==> src/rtl/retire_split.sv <==
// retire_split: retire/writeback stage with split-and-merge misaligned loads.
// Optional instret counter is built in when RETIRE_INSTRET_EN is defined.

package retire_split_pkg;
   typedef enum logic [3:0] {
      NOP, ADD, LB, LBU, LH, LHU, LW, SW
   } iType_e;
endpackage

module retire_split
   import retire_split_pkg::*;
#(
   parameter int MISALIGNED = 1,
   parameter int OUT_REG    = 1
) (
   input  logic        clk,
   input  logic        reset_n,
   input  logic        valid_i,
   input  logic        flush_i,
   input  logic        write_enable_i,
   input  logic [4:0]  rd_i,
   input  iType_e      instruction_operation_i,
   input  logic [31:0] result_i,
   input  logic [31:0] mem_data_i,
   output logic        mem_req_o,
   output logic [31:0] mem_addr_o,
   input  logic        mem_gnt_i,
   input  logic        mem_rvalid_i,
   input  logic [31:0] mem_rdata_i,
   output logic        stall_o,
   output logic        misaligned_o,
`ifdef RETIRE_INSTRET_EN
   output logic [63:0] instret_o,
   output logic        instret_inc_o,
`endif
   output logic        regbank_write_enable_o,
   output logic [4:0]  regbank_addr_o,
   output logic [31:0] regbank_data_o
);

   localparam logic MIS_EN = (MISALIGNED != 0);
   localparam logic OREG   = (OUT_REG != 0);

   localparam logic [1:0] S_IDLE  = 2'd0;
   localparam logic [1:0] S_REQ   = 2'd1;
   localparam logic [1:0] S_WAIT  = 2'd2;
   localparam logic [1:0] S_DRAIN = 2'd3;

   logic [1:0]  state_q, state_d;
   logic [31:0] first_q;
   logic [31:0] addr_q;
   logic [1:0]  off_q;
   iType_e      op_q;
   logic [4:0]  rd_q;
   logic        we_q;

   logic        wb_we_q, wb_we_d;
   logic [4:0]  wb_addr_q, wb_addr_d;
   logic [31:0] wb_data_q, wb_data_d;
   logic        wb_split_q, wb_split_d;

   logic        is_load;
   logic [2:0]  sz;
   logic [1:0]  off;
   logic        mis;
   logic        idle, hold, accept, start;
   logic        al_we;
   logic [31:0] al_data;
   logic [4:0]  sh_q;
   logic [31:0] merge_w;
   logic [31:0] merge_data;
   logic        merge;

   function automatic logic [31:0] ext(input iType_e op, input logic [31:0] w);
      case (op)
         LB:      ext = {{24{w[7]}}, w[7:0]};
         LBU:     ext = {24'h0, w[7:0]};
         LH:      ext = {{16{w[15]}}, w[15:0]};
         LHU:     ext = {16'h0, w[15:0]};
         default: ext = w;
      endcase
   endfunction

   // access size decode for the incoming operation
   always_comb begin
      is_load = 1'b1;
      sz      = 3'd4;
      case (instruction_operation_i)
         LB, LBU: sz = 3'd1;
         LH, LHU: sz = 3'd2;
         LW:      sz = 3'd4;
         default: is_load = 1'b0;
      endcase
   end

   assign off    = result_i[1:0];
   assign mis    = is_load & (({1'b0, off} + sz) > 3'd4);
   assign idle   = (state_q == S_IDLE);
   // OUT_REG=0 presents the registered split write on the shared port,
   // so upstream is held for that one cycle to avoid a collision
   assign hold   = ~OREG & wb_split_q;
   assign accept = valid_i & idle & ~hold;
   assign start  = accept & mis & ~flush_i & MIS_EN;

   assign misaligned_o = accept & mis & ~flush_i & ~MIS_EN;

   assign al_we   = accept & ~flush_i & ~mis & write_enable_i & (rd_i != 5'd0);
   assign al_data = is_load ? ext(instruction_operation_i,
                                  mem_data_i >> {off, 3'b000})
                            : result_i;

   assign sh_q       = {off_q, 3'b000};
   assign merge_w    = (first_q >> sh_q) |
                       (mem_rdata_i << (6'd32 - {1'b0, sh_q}));
   assign merge_data = ext(op_q, merge_w);

   // split-load sequencing: request, wait, drain after flush
   always_comb begin
      state_d = state_q;
      merge   = 1'b0;
      case (state_q)
         S_IDLE: begin
            if (start) state_d = S_REQ;
         end
         S_REQ: begin
            if (flush_i) begin
               state_d = (mem_gnt_i & ~mem_rvalid_i) ? S_DRAIN : S_IDLE;
            end else if (mem_gnt_i) begin
               if (mem_rvalid_i) begin
                  merge   = 1'b1;
                  state_d = S_IDLE;
               end else begin
                  state_d = S_WAIT;
               end
            end
         end
         S_WAIT: begin
            if (mem_rvalid_i) begin
               merge   = ~flush_i;
               state_d = S_IDLE;
            end else if (flush_i) begin
               state_d = S_DRAIN;
            end
         end
         default: begin
            if (mem_rvalid_i) state_d = S_IDLE;
         end
      endcase
   end

   // writeback register source: merged split result or aligned path
   always_comb begin
      wb_we_d    = 1'b0;
      wb_addr_d  = 5'd0;
      wb_data_d  = 32'd0;
      wb_split_d = 1'b0;
      if (merge) begin
         wb_we_d    = we_q;
         wb_addr_d  = rd_q;
         wb_data_d  = merge_data;
         wb_split_d = 1'b1;
      end else if (OREG) begin
         wb_we_d   = al_we;
         wb_addr_d = rd_i;
         wb_data_d = al_data;
      end
   end

   // state, first-beat capture and writeback registers
   always_ff @(posedge clk or negedge reset_n) begin
      if (!reset_n) begin
         state_q    <= S_IDLE;
         first_q    <= 32'd0;
         addr_q     <= 32'd0;
         off_q      <= 2'd0;
         op_q       <= NOP;
         rd_q       <= 5'd0;
         we_q       <= 1'b0;
         wb_we_q    <= 1'b0;
         wb_addr_q  <= 5'd0;
         wb_data_q  <= 32'd0;
         wb_split_q <= 1'b0;
      end else begin
         state_q    <= state_d;
         wb_we_q    <= wb_we_d;
         wb_addr_q  <= wb_addr_d;
         wb_data_q  <= wb_data_d;
         wb_split_q <= wb_split_d;
         if (start) begin
            first_q <= mem_data_i;
            addr_q  <= {result_i[31:2] + 30'd1, 2'b00};
            off_q   <= off;
            op_q    <= instruction_operation_i;
            rd_q    <= rd_i;
            we_q    <= write_enable_i & (rd_i != 5'd0);
         end
      end
   end

   assign mem_req_o  = (state_q == S_REQ);
   assign mem_addr_o = addr_q;
   assign stall_o    = ~idle | start | hold;

   assign regbank_write_enable_o = (OREG | wb_split_q) ? wb_we_q   : al_we;
   assign regbank_addr_o         = (OREG | wb_split_q) ? wb_addr_q : rd_i;
   assign regbank_data_o         = (OREG | wb_split_q) ? wb_data_q : al_data;

`ifdef RETIRE_INSTRET_EN
   logic [63:0] instret_q;

   assign instret_inc_o = (accept & ~flush_i & ~mis) | merge;
   assign instret_o     = instret_q;

   // retired-instruction counter, wraps naturally at 2^64
   always_ff @(posedge clk or negedge reset_n) begin
      if (!reset_n) instret_q <= 64'd0;
      else if (instret_inc_o) instret_q <= instret_q + 64'd1;
   end
`endif

endmodule

==> config.mk <==
export PLATFORM = sky130hd
export DESIGN_NAME = retire_split
export DESIGN_NICKNAME = d
export VERILOG_FILES = /design/src/rtl/retire_split.sv
export SDC_FILE = /design/constraint.sdc
export NUM_CORES = 1
export LEC_CHECK = 0
export BUFFER_PORTS_ARGS = -buffer_cell sky130_fd_sc_hd__clkbuf_2
export CORE_MARGIN = 2
export CORE_UTILIZATION = 45
export CTS_BUF_LIST = sky130_fd_sc_hd__clkbuf_16
export DETAILED_ROUTE_END_ITERATION = 7
export GPL_TIMING_DRIVEN = 0
export PLACE_DENSITY = 0.7
export REMOVE_ABC_BUFFERS = 1
export SYNTH_ARGS = -nofsm -noshare
export SYNTH_HDL_FRONTEND = slang
export SYNTH_SLANG_ARGS = --single-unit
==> constraint.sdc <==
create_clock -name clk -period 3.7 [get_ports clk]
set_clock_uncertainty 0.15 [all_clocks]
set_input_delay 0.37 -clock clk [delete_from_list [all_inputs] [get_ports clk]]
set_output_delay 0.37 -clock clk [all_outputs]
set_load 0.05 [all_outputs]
Word-level counts from Yosys, hierarchy flattened
Index checks and enable logic that the tools add are counted.
{"block": "op_classes", "n_eq_ne": 14, "n_addsub": 3, "n_mux": 22, "n_bitwise": 16, "order_cmp": 1, "shift": 3, "n_reduce_logical": 7}
{"op": "case mux 32 bit (4 select lines)", "count": 2}
{"op": "2-to-1 mux 32 bit", "count": 2}
{"op": "right shift 32 x 5 -> 32 bit", "count": 2}
{"op": "OR 32 bit", "count": 1}
{"op": "<< shifter 32 x 6 -> 32 bit", "count": 1}
{"op": "adder 30 x 1 -> 30 bit, second input constant", "count": 1}
{"op": "equality test 4 x 3 -> 1 bit, second input constant", "count": 5}
{"op": "equality test 4 x 2 -> 1 bit, second input constant", "count": 4}
{"op": "2-to-1 mux 2 bit", "count": 8}
{"op": "bitwise AND 1 bit", "count": 10}
{"op": "2-to-1 mux 1 bit", "count": 6}
{"op": "case mux 2 bit (3 select lines)", "count": 1}
{"op": "case mux 3 bit (2 select lines)", "count": 1}
{"op": "subtractor 6 x 5 -> 6 bit, first input constant", "count": 1}
{"op": "2-to-1 mux 5 bit", "count": 1}
{"op": "nonzero test 5 bit", "count": 1}
{"op": "OR reduction 5 bit", "count": 1}
{"op": "inverter 1 bit", "count": 4}
{"op": "AND reduction 4 bit", "count": 1}
{"op": "nonzero test 4 bit", "count": 1}
{"op": "OR reduction 2 bit", "count": 2}
{"op": "adder 2 x 3 -> 3 bit", "count": 1}
{"op": "> comparator 3 bit, second input constant", "count": 1}
{"op": "!= test 3 x 2 -> 1 bit, second input constant", "count": 1}
{"op": "other kinds (7)", "count": 7}
{"block": "totals", "out_inout_bits": 73, "word_cells": 76, "inputBits": 112, "register_bits": 114}

Logic depth before layout (Yosys ltp)
Gate-level depths: netlist (run 1).
{"block": "logic_depth", "ltp_word": 11, "depth_mapped": 12, "mapped_depth_nobuf": 8}

Least setup slack after synthesis (run 1)
No wires, ideal clock.
{"block": "synth_timing", "kind": "input to output", "start": "input instruction_operation_i[2]", "end": "output stall_o", "path_stages": 11, "required_ns": 3.180, "path_buffers": 4, "arrival_ns": 3.129, "setup_slack_ns": 0.051, "cell_sequence": "buf_2 nor3b_1 ha_1 fa_1 o21bai_1 a311oi_1 nand2b_1 clkbuf_1 buf_2 clkbuf_1 nand2_1"}
{"block": "synth_between", "elab_chain_len": 9, "word_cells_on_any_way": 16, "classes_between": "add/sub (1); order compare (1); eq/ne (5); mux (2); bitwise (4); reduce/logical (3)"}
{"element": "start: declaration", "line_no": "22", "rtl": "input iType_e instruction_operation_i,"}
{"element": "equality test 4 x 3 -> 1 bit or equality test 4 x 2 -> 1 bit (tied branches)", "line_no": "88", "rtl": "case (instruction_operation_i)"}
{"element": "OR reduction 2 bit", "line_no": "88"}
{"element": "case mux 3 bit (2 select lines)", "line_no": "88"}
{"element": "adder 2 x 3 -> 3 bit", "line_no": "97", "rtl": "assign mis = is_load & (({1'b0, off} + sz) > 3'd4);"}
{"element": "> comparator 3 bit", "line_no": "97"}
{"element": "bitwise AND 1 bit (*)", "line_no": "97"}
{"element": "bitwise AND 1 bit (*) (2 in series)"}
{"element": "OR 1 bit (*)", "line_no": "202", "rtl": "assign stall_o = ~idle | start | hold;"}
{"element": "end: declaration", "line_no": "30", "rtl": "output logic stall_o,"}
Every way passes the cells marked *; elsewhere a longest branch is shown, timed or not.

Final worst setup path (run 1)
{"block": "layout_timing", "start": "register off_q[0]", "end": "register wb_data_q[28] (netlist: regbank_data_o[28])"}
{"block": "layout_between", "elab_chain_len": 5, "word_cells_on_any_way": 6, "classes_between": "add/sub (1); shift (2); mux (2); bitwise (1)"}
{"element": "start: declaration", "line_no": "52", "rtl": "logic [1:0] off_q;"}
{"element": "start signal: assignment", "line_no": "175", "rtl": "off_q <= 2'd0;"}
{"element": "start signal: assignment", "line_no": "192", "rtl": "off_q <= off;"}
{"element": "subtractor 6 x 5 -> 6 bit", "line_no": "114", "rtl": "(mem_rdata_i << (6'd32 - {1'b0, sh_q}));"}
{"element": "<< shifter 32 x 6 -> 32 bit", "line_no": "114"}
{"element": "OR 32 bit (*)", "line_no": "113", "rtl": "assign merge_w = (first_q >> sh_q) |"}
{"element": "case mux 32 bit (4 select lines) (*)", "line_no": "75", "rtl": "case (op)"}
{"element": "2-to-1 mux 32 bit (*)", "line_no": "157", "rtl": "if (merge) begin"}
{"element": "named net wb_data_d[28]", "line_no": "59", "rtl": "logic [31:0] wb_data_q, wb_data_d;"}
{"element": "end signal: assignment", "line_no": "187", "rtl": "wb_data_q <= wb_data_d;"}
{"element": "end: declaration", "line_no": "59"}
The timed path passes the listed nets; every way through them passes the cells marked *.
A chain may end at the register's enable or synchronous reset.

==> metrics, run 1 <==
Power Density 797 nW/µm²; setup slack after layout about 160 ps; Min Clock Period, post-route 3540 ps; Post-synth EDFFs 0; post-synthesis instance area 7090 µm²; Clock Tree Root clkbuf_16; largest net degree at the start of global routing 87; total CTS buffers 17; synth unique cells 63; Sink Count 114; die width 130 µm; Crit. End Element flop; Non-Filler Instances 1,140; final core utilization 0.578; CTS tree yes; largest fanout on the critical path 39; Yosys reg bits 114; Max Fclk 0.282 GHz; startpoint types flop; # rows 45; Starting Density 0.463; Tcrit/Tclk final 0.957; WL per Instance 20.7 µm; via/cell ratio roughly 6.0; Worst-path clk slew about 50 ps; RSZ-0062 raised after global routing no; core area 15,300 µm²; antenna viol nets, final 0; maximum clock path buffer count 2; FFs w/ async S/R, synth 1.00; Avg Cell Area, Syn 9.30 µm²; post-synth top area share 0.402; dpl ws -1370 ps; Synth Warn # 0; leakage 3.99 nW; total routed wirelength 23.7 mm; Vias a little under 7,000; commonest non-fill, non-tap cell in the layout clkbuf_2; status completed; number of remaining DRC errors 0; Synth Instances 762; number of diodes 0; worst hold slack 23.2 ps; Initial DRC Count 613; layout overhead on the synthesized area 24.9%; die extent in y 130 µm; most frequent cells in the layout clkbuf_2 (178), dfrtp_1 (112), nand2_1 (81), nor2_1 (53), mux2_2 (53); Port Buffer Count 181; 1st-pass router iterations 5; routability cong. 0.904; final setup fails 0; Worst EP required 3840 ps; Seq/Total Area, Yosys 0.402; Post-synth top flop dfrtp_1; Worst Tran Pin Value 931 ps; ratio of cells with drive above 1 in the final layout 0.324; worst hold path class input pin to flop; CTS H-Tree Depth 4; post-route cell area roughly 9000 µm²; die area 16,800 µm²; vias in the first global route 6,365; DP Area 8130 µm²; IO Pins approximately 190; Critical Setup Path Class flop to flop; max_slew headroom 0.379; final net count 1,036; VDD IR max 0.000478 V; Max-Cap Viols 0; gr usage total 0.281; Max Slew Vio Count 0; worst skew pair latency 420 ps; global-route wire length before repair around 35 mm; top cells by area, synth dfrtp_1 (40%), mux2_2 (8.4%), mux2i_1 (5.9%), a211oi_1 (4.3%), nand2_1 (4.3%); final hold violations 0; Worst EP arrival 3680 ps; dominant cell type by area after synthesis dfrtp_1; # placed instances ~1,100; gr ovfl total 0; dpl hpwl 16.0 mm; initial antenna violation count 0
## stage by stage
stage | setup TNS, ps | power, mW
after floorplan | -96150 | 4.37
after CTS | 0 | 6.96
after global placement | -312250 | 5.19
after detailed placement | -53750 | 5.25
after global routing | 0 | 7.42
final | 0 | 7.05
## Yosys cell counts (all sizes together) (7+ instances only)
library cell  number
dfrtp            114
nand2             81
nor2              54
mux2              53
o21ai             53
clkbuf            45
mux2i             42
a211oi            41
a21oi             41
xnor2             23
nor3              20
buf               18
a22oi             16
nor2b             13
o221ai            13
o22ai             12
nand3             11
inv                9
and3               8
a221oi             7
a2bb2oi            7
ha                 7
## registers in the layout, indices dropped and copies added, names as in the netlist
| name | flops |
|---|---|
| regbank_addr_o | 5 |
| op_q | 4 |
| we_q | 1 |
| regbank_write_enable_o | 1 |
| rd_q | 5 |
| regbank_data_o | 32 |
| state_q | 2 |
| first_q | 32 |
| off_q | 2 |
| mem_addr_o | 30 |
## area by class of cell
class / count / area [µm²]
clock inverter: 15 / 129
fill: 1433 / 6460
sequential: 114 / 2860
timing repair inverter: 1 / 5.00
timing repair buffer: 194 / 1100
inverter: 10 / 45.0
multi-input combinational: 578 / 4020
clock buffer: 17 / 425
tap: 211 / 264
## routing by layer
| layer | wire (µm) | vias to the layer above | GRT usage |
|---|---|---|---|
| met5 | 0 | - | 0 |
| met4 | 755 | 0 | 0.114 |
| met3 | 2190 | 63 | 0.0533 |
| met2 | 11000 | 355 | 0.448 |
| met1 | 9730 | 3275 | 0.380 |
| li1 | - | 3110 | - |
## where the power goes
group | internal (mW) | switching [mW]
Clock | 0.969 | 0.594
Combinational | 1.22 | 2.21
Sequential | 1.68 | 0.368
Total | 3.88 | 3.18
## timing repair
item | CTS | global route
buffers inserted | 3 | 3
pin swaps | 3 | 0
cloned | 1 | 1
hold buffers | 1 | 0
endpoints found under the setup margin | 56 | 13
endpoints found under the hold margin | 28 | 0
gates resized for setup | 15 | 2
## critical path: stages (launching register included)
cell        delay, ps
dfrtp_4           640
buf_12            280
clkinvlp_4        300
ha_4              540
nor2_4            180
o2bb2ai_1         220
o21a_1            230
nor3_2            500
buf_6             230
a211oi_1          110
## kinds of logic (layout without fill, tap and decap cells)
kind of cell,after synthesis,after routing,synth area share
XOR/XNOR,29,29,0.0358
AND/OR/NAND/NOR,226,227,0.152
multiplexers,97,97,0.150
flip-flops,114,114,0.402
other,1,3,0.000529
adder cells (fa/ha/maj),8,8,0.0152
AO/OA/AOI/OAI,214,214,0.199
buffers and inverters,73,237,0.0445
## worst paths after layout
| path | startpoint | to | slack [ps] | cells after the start |
|---|---|---|---|---|
| max | off_q[0] | regbank_data_o[28] | 160 | 9 |
| max in group asynchronous | reset_n | off_q[0] | 2430 | 3 |
| min in group asynchronous | reset_n | regbank_data_o[2] | 250 | 2 |
| min reg2reg | rd_q[2] | regbank_addr_o[2] | 310 | 2 |
| min | rd_i[2] | regbank_addr_o[2] | 20 | 3 |
| max reg2reg | off_q[0] | regbank_data_o[28] | 160 | 9 |
No activity file was read; power rests on OpenSTA's default activity.
==> run 2: changes to the inputs <==
--- a/config.mk
+++ b/config.mk
@@ -12,7 +12,6 @@
 export DETAILED_ROUTE_END_ITERATION = 7
 export GPL_TIMING_DRIVEN = 0
 export PLACE_DENSITY = 0.7
-export REMOVE_ABC_BUFFERS = 1
 export SYNTH_ARGS = -nofsm -noshare
 export SYNTH_HDL_FRONTEND = slang
 export SYNTH_SLANG_ARGS = --single-unit
==> metrics, run 2 (synthesis results as in run 1) <==
status completed; Filler Cell Count about 1,400; RSZ-0062 raised after global routing no; WL per Instance 21.1 µm; startpoint types input pin; die area 16,800 µm²; Worst EP arrival approximately 3000 ps; CTS tree yes; most frequent CP cell clkbuf_2; Buf/Inv on CP 4; gr usage total 0.302; CP top delay family simple AND/OR/NAND/NOR gates; largest net degree at the start of global routing 115; Port Buffer Count 180; # rows 45; VDD IR max 0.000425 V; Seq pwr share 0.281; number of remaining DRC errors 0; Vias 6,863; routability cong. between 0.9 and 1; largest fanout on the critical path 19; Min Clock Period, post-route 3530 ps; Sw Ratio 0.465; max_slew headroom 0.313; core area 15,300 µm²; Max Slew Vio Count 0; initial antenna violation count 0; Initial DRC Count 598; worst hold slack 28.8 ps; Sink Count 114; IO Pins 185; leakage roughly 4.0 nW; most frequent cells in the layout clkbuf_2 (184), dfrtp_1 (114), nand2_1 (81), nor2_1 (53), mux2_2 (53); Max Fclk 0.283 GHz; layout overhead on the synthesized area 24.4%; DP Area 8270 µm²; max incr delay on CP 410 ps; Sw Pwr 3.27 mW; final hold violations 0; global-route wire length before repair 37.3 mm; sequential cell area 2850 µm²; CTS H-Tree Depth 4; ratio of cells with drive above 1 in the final layout 0.301; dpl hpwl 19.5 mm; die width 130 µm; Clock Tree Root clkbuf_16; post-route cell area 8820 µm²; Worst-path clk slew 50 ps; final net count 1,082; number of diodes 0; M1 WL 10.7 mm; met2 routed WL 11.2 mm; Clk pwr share 0.206; maximum clock path buffer count 2; gr ovfl total 0; Critical Setup Path Class input pin to output port; vias in the first global route 6,348; Max-Cap Viols 0; final setup fails 0; Starting Density 0.463; Crit. End Element output port; worst skew pair latency 430 ps; Highest Signal Layer met4; die extent in y 130 µm; commonest non-fill, non-tap cell in the layout clkbuf_2; area of the multi-input gates about 4000 µm²; Worst Tran Pin Value 1020 ps; CP max-delay cell fa_1; Tcrit/Tclk final 0.955; Cell Chain, Critical Path clkbuf_2 -> buf_6 -> nor3b_4 -> ha_1 -> fa_1 -> or3b_1 -> a311oi_2 -> nand2b_1 -> buf_4 -> nand2_1 -> clkbuf_2; via/cell ratio about 5.8; 1st-pass router iterations 6; worst hold path class input pin to flop; Int Pwr approximately 3.8 mW; Comb power frac 0.512; register-to-register setup slack between 150 and 200 ps; Power Density approximately 800 nW/µm²; antenna viol nets, final 0; met3 routed WL ~2.5 mm; Worst EP required 3180 ps; total CTS buffers 17; total routed wirelength roughly 25 mm
[run 2: cell count changes in the layout (fill, tap and decap cells not counted), moves of 3 or more]
| cell | before | now |
|---|---|---|
| clkinvlp_4 | 5 | 1 |
| clkbuf_1 | 0 | 37 |
| clkbuf_2 | 178 | 184 |
| clkinv_1 | 3 | 7 |
| buf_2 | 0 | 11 |
| nor3_1 | 15 | 18 |
| nor3_2 | 3 | 0 |
[run 2: power groups by stage]
| stage | logic [mW] | clock network (mW) | registers (mW) |
|---|---|---|---|
| CTS | 3.51 | 1.46 | 1.97 |
| detailed placement | 3.49 | 0 | 1.99 |
| global placement | 3.49 | 0 | 1.98 |
| finish | 3.60 | 1.45 | 1.98 |
| floorplan | 1.80 | 0 | 2.64 |
| global route | 3.83 | 1.53 | 2.02 |
[run 2: layout make-up]
class | count | share of cell area
clock inverters | 13 | 0.00922
inverters | 10 | 0.00426
plain buffers | 60 | 0.0312
flip-flops and latches | 114 | 0.324
repair buffers | 182 | 0.105
multi-input cells | 577 | 0.448
well taps | 211 | 0.0299
clock buffers | 17 | 0.0482
[run 2: routing by layer]
metal | GRT usage | up-vias
met5 | 0 | -
met4 | 0.108 | 0
met3 | 0.0760 | 44
met2 | 0.461 | 371
met1 | 0.418 | 3248
li1 | - | 3200
[run 2: worst paths after layout]
check                                                 from            endpoint  cells after the start
worst min register to register                     rd_q[4]   regbank_addr_o[4]                      2
worst min-delay path                               rd_i[3]   regbank_addr_o[3]                      3
worst max register to register                    off_q[1]   regbank_data_o[8]                     12
min in group asynchronous                          reset_n   regbank_data_o[1]                      2
worst max-delay path            instruction_operation_i[1]             stall_o                     11
max in group asynchronous                          reset_n  regbank_data_o[28]                      2
[run 2: worst register-to-register path: stages, from the launching register on]
cell and delay [ps]:
dfrtp_1 350, buf_2 190, inv_1 130, clkbuf_2 270
clkbuf_2 310, ha_1 280, clkbuf_1 220, nor2_2 360
clkbuf_2 310, a22oi_1 100, o221ai_1 400, a21oi_1 140
o22ai_1 210
[run 2: metrics by stage]
| stage | utilization | setup slack [ps] | instances | TNS (ps) | total power, mW |
|---|---|---|---|---|---|
| 3_5_place_dp | 0.540 | -753 | 1155 | -33190 | 5.48 |
| 4_1_cts | 0.575 | 0.630 | 1185 | 0 | 6.95 |
| 3_3_place_gp | 0.539 | -700 | 1155 | -28510 | 5.46 |
| 5_1_grt | 0.576 | 10.5 | 1184 | 0 | 7.39 |
| 6_report | 0.576 | 167 | 1184 | 0 | 7.02 |
| 2_1_floorplan | - | 51.4 | 764 | 0 | 4.44 |
[run 2: repair_timing]
item	4_1_cts	5_1_grt
hold buffers	1	0
resized for setup	5	10
pin swaps	0	1
hold endpoints to repair	99	0
gates cloned	0	0
buffers inserted	0	1
setup endpoints to repair	26	17
